### config.mk
export PLATFORM = sky130hd
export DESIGN_NAME = sparse_sel_gen
export DESIGN_NICKNAME = d
export VERILOG_FILES = /design/src/rtl/bitsim_sel_pkg.sv /design/src/rtl/lsb_priority_enc.sv /design/src/rtl/sparse_sel_gen.sv
export SDC_FILE = /design/constraint.sdc
export NUM_CORES = 1
export LEC_CHECK = 0
export ABC_AREA = 1
export CORE_MARGIN = 2
export CORE_UTILIZATION = 40
export DETAILED_ROUTE_END_ITERATION = 16
export GPL_TIMING_DRIVEN = 0
export PLACE_DENSITY = 0.64
export SLEW_MARGIN = 20
export SYNTH_ARGS = -nofsm -noshare
export SYNTH_HDL_FRONTEND = slang
export SYNTH_HIERARCHICAL = 1
export SYNTH_SLANG_ARGS = --single-unit
### constraint.sdc
create_clock -name clk -period 3.92 [get_ports clk]
set_clock_uncertainty 0.15 [all_clocks]
set_input_delay 0.784 -clock clk [delete_from_list [all_inputs] [get_ports clk]]
set_output_delay 0.784 -clock clk [all_outputs]
set_load 0.005 [all_outputs]
### src/rtl/bitsim_sel_pkg.sv
// Shared types and constants for the sparse lane-select generator.
package bitsim_sel_pkg;

    localparam int unsigned DefVecLen   = 16;
    localparam int unsigned DefSelWidth = 5;

    // Select code that steers the downstream 17:1 mux to its constant-zero input.
    localparam logic [DefSelWidth-1:0] ZeroSel = 5'b10000;

    typedef enum logic [1:0] {
        StIdle,
        StScan,
        StPad
    } sel_state_e;

endpackage

### src/rtl/lsb_priority_enc.sv
// Lowest-set-bit encoder: index of the least significant 1 in vec_i, plus a found flag.
module lsb_priority_enc #(
    parameter int unsigned WIDTH = 16,
    parameter int unsigned IDX_W = 5
) (
    input  logic [WIDTH-1:0] vec_i,
    output logic [IDX_W-1:0] idx_o,
    output logic             found_o
);

    always_comb begin
        idx_o   = '0;
        found_o = 1'b0;
        // Scan downwards so the lowest set bit is the last one written.
        for (int i = int'(WIDTH) - 1; i >= 0; i--) begin
            if (vec_i[i]) begin
                idx_o   = IDX_W'(i);
                found_o = 1'b1;
            end
        end
    end

endmodule

### src/rtl/sparse_sel_gen.sv
// Walks the set lanes of a sparse mask, one select per beat, lowest lane first.
// Define SPARSE_SEL_PAD_EN to pad every mask to PAD_CYCLES beats with zero-selects.
module sparse_sel_gen
    import bitsim_sel_pkg::*;
#(
    parameter int unsigned VEC_LEN    = DefVecLen,
    parameter int unsigned SEL_WIDTH  = DefSelWidth,
    parameter int unsigned PAD_CYCLES = 8
) (
    input  logic                 clk,
    input  logic                 rst_n,
    input  logic                 in_valid,
    input  logic [VEC_LEN-1:0]   in_mask,
    output logic                 in_ready,
    output logic                 out_valid,
    output logic [SEL_WIDTH-1:0] out_sel,
    output logic                 out_last,
    input  logic                 out_ready,
    output logic                 err_ovf
);

    localparam logic [SEL_WIDTH-1:0] ZeroCode = {1'b1, {(SEL_WIDTH - 1){1'b0}}};

    sel_state_e         state_q, state_d;
    logic [VEC_LEN-1:0] rem_q, rem_d;
    logic [SEL_WIDTH-1:0] lsb_idx;
    logic               lsb_found;
    logic               rem_single;
    logic               beat_full;
    logic               beat_hs;
    logic               accept;

    lsb_priority_enc #(
        .WIDTH (VEC_LEN),
        .IDX_W (SEL_WIDTH)
    ) u_lsb_enc (
        .vec_i   (rem_q),
        .idx_o   (lsb_idx),
        .found_o (lsb_found)
    );

    // True for zero or exactly one bit remaining.
    assign rem_single = (rem_q & (rem_q - VEC_LEN'(1))) == '0;

    assign out_valid = (state_q != StIdle);
    assign out_sel   = lsb_found ? lsb_idx : ZeroCode;
    assign out_last  = out_valid && rem_single && beat_full;
    assign beat_hs   = out_valid && out_ready;
    assign in_ready  = (state_q == StIdle) || (beat_hs && out_last);
    assign accept    = in_valid && in_ready;

`ifdef SPARSE_SEL_PAD_EN
    localparam bit          PadEn = 1'b1;
    localparam int unsigned CntW  = $clog2(PAD_CYCLES + 1);

    logic [CntW-1:0] beat_q, beat_d;
    logic            err_q, err_d;

    // Saturates on the final padded beat; overflowing masks keep scanning past it.
    assign beat_full = (beat_q == CntW'(PAD_CYCLES - 1));
    assign err_ovf   = err_q;

    always_comb begin
        beat_d = beat_q;
        err_d  = err_q;
        if (beat_hs && !beat_full) begin
            beat_d = beat_q + CntW'(1);
        end
        if (accept) begin
            beat_d = '0;
            if ($countones(in_mask) > PAD_CYCLES) begin
                err_d = 1'b1;
            end
        end
    end

    always_ff @(posedge clk or negedge rst_n) begin
        if (!rst_n) begin
            beat_q <= '0;
            err_q  <= 1'b0;
        end else begin
            beat_q <= beat_d;
            err_q  <= err_d;
        end
    end
`else
    localparam bit PadEn = 1'b0;

    assign beat_full = 1'b1;
    assign err_ovf   = 1'b0;
`endif

    always_comb begin
        state_d = state_q;
        rem_d   = rem_q;
        if (beat_hs) begin
            rem_d = rem_q & (rem_q - VEC_LEN'(1));
            if (out_last) begin
                state_d = StIdle;
            end else if (PadEn && rem_single) begin
                state_d = StPad;
            end
        end
        // A new mask accepted on the last-beat handshake overrides the return to idle.
        if (accept) begin
            rem_d   = in_mask;
            state_d = (PadEn && (in_mask == '0)) ? StPad : StScan;
        end
    end

    always_ff @(posedge clk or negedge rst_n) begin
        if (!rst_n) begin
            state_q <= StIdle;
            rem_q   <= '0;
        end else begin
            state_q <= state_d;
            rem_q   <= rem_d;
        end
    end

endmodule

==> reports/qor.csv <==
stage,metric,value,unit
route,vias_per_cell,4.59,
setup_path,r2r_slack,1.65,ns
clocking,h-tree-depth,1,
synth,yosys_register_bits,17,
clocking,cts_sinks,17,
floorplanning,core_area,0.00363,mm²
clocking,cts.clk_slew.worst_paths,0.07,ns
clocking,hold_buffers,0,
clocking,postCtsSetupBuffers,0,
setup_path,rr_worst_depth,11,
cells_and_area,seq_area,425,µm²
synth,yosys_warnings,6,
power_and_ir_drop,power.density,879,mW/mm²
synth,synth_area_leaders,"dfrtp_1, nand2_1, nand3_1",
grt,antenna_found_initial,0,
synth,seq_area_frac_synth,28.5,%
sta,tns,0,ns
run_status,status,completed,
setup_path,critPathArrivalTime,2.57,ns
route,antenna_left,0,
setup_path,r2r-end,rem_q[5]$_DFFE_PN0P_,
route,post_drt_wl_per_cell,10.1,µm
route,drt_iter0_drc,76,
synth,syn_nets,283,
synth,ys_types,26,
setup_path,worstReg2RegStart,rem_q[0]$_DFFE_PN0P_,
cells_and_area,diodes,0,
min_path,whs_path_depth,2,
flow_run,drv_cap,0,
setup_path,end_kind,output pin,
route,wirelength,3.44,mm
setup_path,startpoint,rem_q[0]$_DFFE_PN0P_,
synth,yosys-top-cells-count,"nand2_1, inv_1, nand3_1",
placed_design,place_congestion,0.833,
grt,gr-total-overflow,0,
grt,grt_pass1_wl,6.09,mm
cells_and_area,multiInputGateArea,832,µm²
synth,synth.avg_cell_area,5.68,µm²
grt,grt_pass1_vias,1375,
power_and_ir_drop,power_leakage,0.00110,µW
synth,synth_top_area_cell,dfrtp_1,
sta,maxSlewHeadroom,47.6,%
floorplanning,dieArea,0.00424,mm²
grt,grt_max_degree,18,
synth,synth.most_common_cell,nand2_1,
clocking,clock_path_buffers,2,
synth,synth_cells,263,
sta,rsz0062_at_grt,false,
clocking,cts_resized,0,
clocking,clk_latency,0.25,ns
placed_design,place_hpwl,2.79,mm
route,dr.pass1.iters,4,
synth,syn_area,0.00149,mm²
floorplanning,num_rows,22,
floorplanning,die_w,65.1,µm
power_and_ir_drop,ir_drop,0.000342,V
sta,drv_slew,0,
setup_path,critPathRequiredTime,2.99,ns
synth,synth_edf_count,0,
sta,tightestPinTransition,0.783,ns
cells_and_area,n_fill_cell,403,
sta,finalSetupViolations,0,
cells_and_area,drive_gt1_share,8.87,%
sta,fmax,286,MHz
cells_and_area,final_cell_count_no_fill,341,
sta,period_needed,3.50,ns
setup_path,crit_fanout,10,
cells_and_area,areaGrowthSynthToFinish,24.5,%
synth,synth_ff_type,dfrtp_1,
floorplanning,ios,29,
clocking,cts_buffers,3,
route,drc_errors,0,
setup_path,start_kind,flip-flop,
grt,gr-usage-all-layers,18.2,%
sta,hold_viol_final,0,
route,vias,1564,
setup_path,endpoint,in_ready,
placed_design,place_inst,337,
setup_path,criticalPathCategory,reg2out,
floorplanning,die_h,65.1,µm
clocking,cts-root-buf,clkbuf_8,
clocking,tritoncts,done,
floorplanning,initial_core_util,41.1,%
synth,async_reset_ff_share,100,%
cells_and_area,layout.nets,314,
synth,synth_top_area_share,28.5,%
min_path,worstHoldPathType,reg2reg,
sta,period_share,89.3,%
placed_design,io_buffers,26,
routing by layer:
layer / vias to the layer above / share of wire [%] / wire length (µm) / GRT usage [%]
met4: 0 / 1.2 / 42 / 4.69
li1: 852 / - / - / -
met5: - / 0 / 0 / 0
met1: 665 / 49 / 1670 / 24.2
met3: 4 / 4.7 / 160 / 2.23
met2: 43 / 46 / 1570 / 31.6
final cells by class:
type	count	share of cell area, %
Tap cell	48	3.23
Clock buffer	4	2.42
Sequential cell	17	22.9
Inverter	49	9.89
Multi-Input combinational cell	189	44.8
Buffer	8	2.83
Timing Repair Buffer	26	14.0
sequential cells by signal (all words and copies together), names as in the netlist:
signal / count
state_q: 1
rem_q: 16
power breakdown:
| part | internal [µW] | switching (µW) | total (µW) |
|---|---|---|---|
| registers | 241 | 107 | 348 |
| clock network | 72.1 | 61.8 | 134 |
| logic | 512 | 641 | 1150 |
stage by stage:
stage	hold WS, ns	worst slack [ns]	total power, µW	cell area, µm²	util [%]
final	0.428	0.420	1630	1860	51.2
after global routing	0.452	0.225	1840	1860	51.2
after CTS	0.429	0.413	1650	1860	51.2
after detailed placement	0.409	0.709	1520	1810	49.9
after global placement	0.407	0.713	1510	1810	49.9
after floorplan	0.335	1.50	1140	1490	-
critical path, stage by stage, from the launching register on:
cell and delay [ns]:
dfrtp_1 0.46, nor2_4 0.20, nand2_1 0.12, o21ai_0 0.32, nand3_1 0.14, nor2_2 0.12, nand3_2 0.10, nand2_4 0.14
buf_4 0.19, clkdlybuf4s50_1 0.51
placed cells by master (no fill, tap or decap), drive strengths merged:
cell type	instances
nor2	32
a31oi	1
and3	1
clkdlybuf4s50	26
buf	7
o21ai	3
nand4	1
conb	2
a21oi	4
inv	49
clkbuf	5
dfrtp	17
nand3	43
nand2	97
or2	1
nor4	1
nor3	3
worst min path at each step:
stage	slack [ns]	end	from
3_5_place_dp	0.41	rem_q[14]$_DFFE_PN0P_	rem_q[14]$_DFFE_PN0P_
6_report	0.43	rem_q[2]$_DFFE_PN0P_	rem_q[2]$_DFFE_PN0P_
5_1_grt	0.45	rem_q[15]$_DFFE_PN0P_	rem_q[15]$_DFFE_PN0P_
4_1_cts	0.43	rem_q[14]$_DFFE_PN0P_	rem_q[14]$_DFFE_PN0P_
3_3_place_gp	0.41	rem_q[2]$_DFFE_PN0P_	rem_q[2]$_DFFE_PN0P_
2_1_floorplan	0.34	rem_q[0]$_DFFE_PN0P_	rst_n
logic make-up (layout without fill, tap and decap cells):
| group | after synthesis | in the layout | share of synthesized area [%] |
|---|---|---|---|
| AO/OA/AOI/OAI | 8 | 8 | 3.01 |
| AND/OR/NAND/NOR | 179 | 179 | 52.2 |
| other | 2 | 2 | 0.503 |
| flip-flops | 17 | 17 | 28.5 |
| buffers and inverters | 57 | 87 | 15.8 |
(Power assumes the default switching activity.)
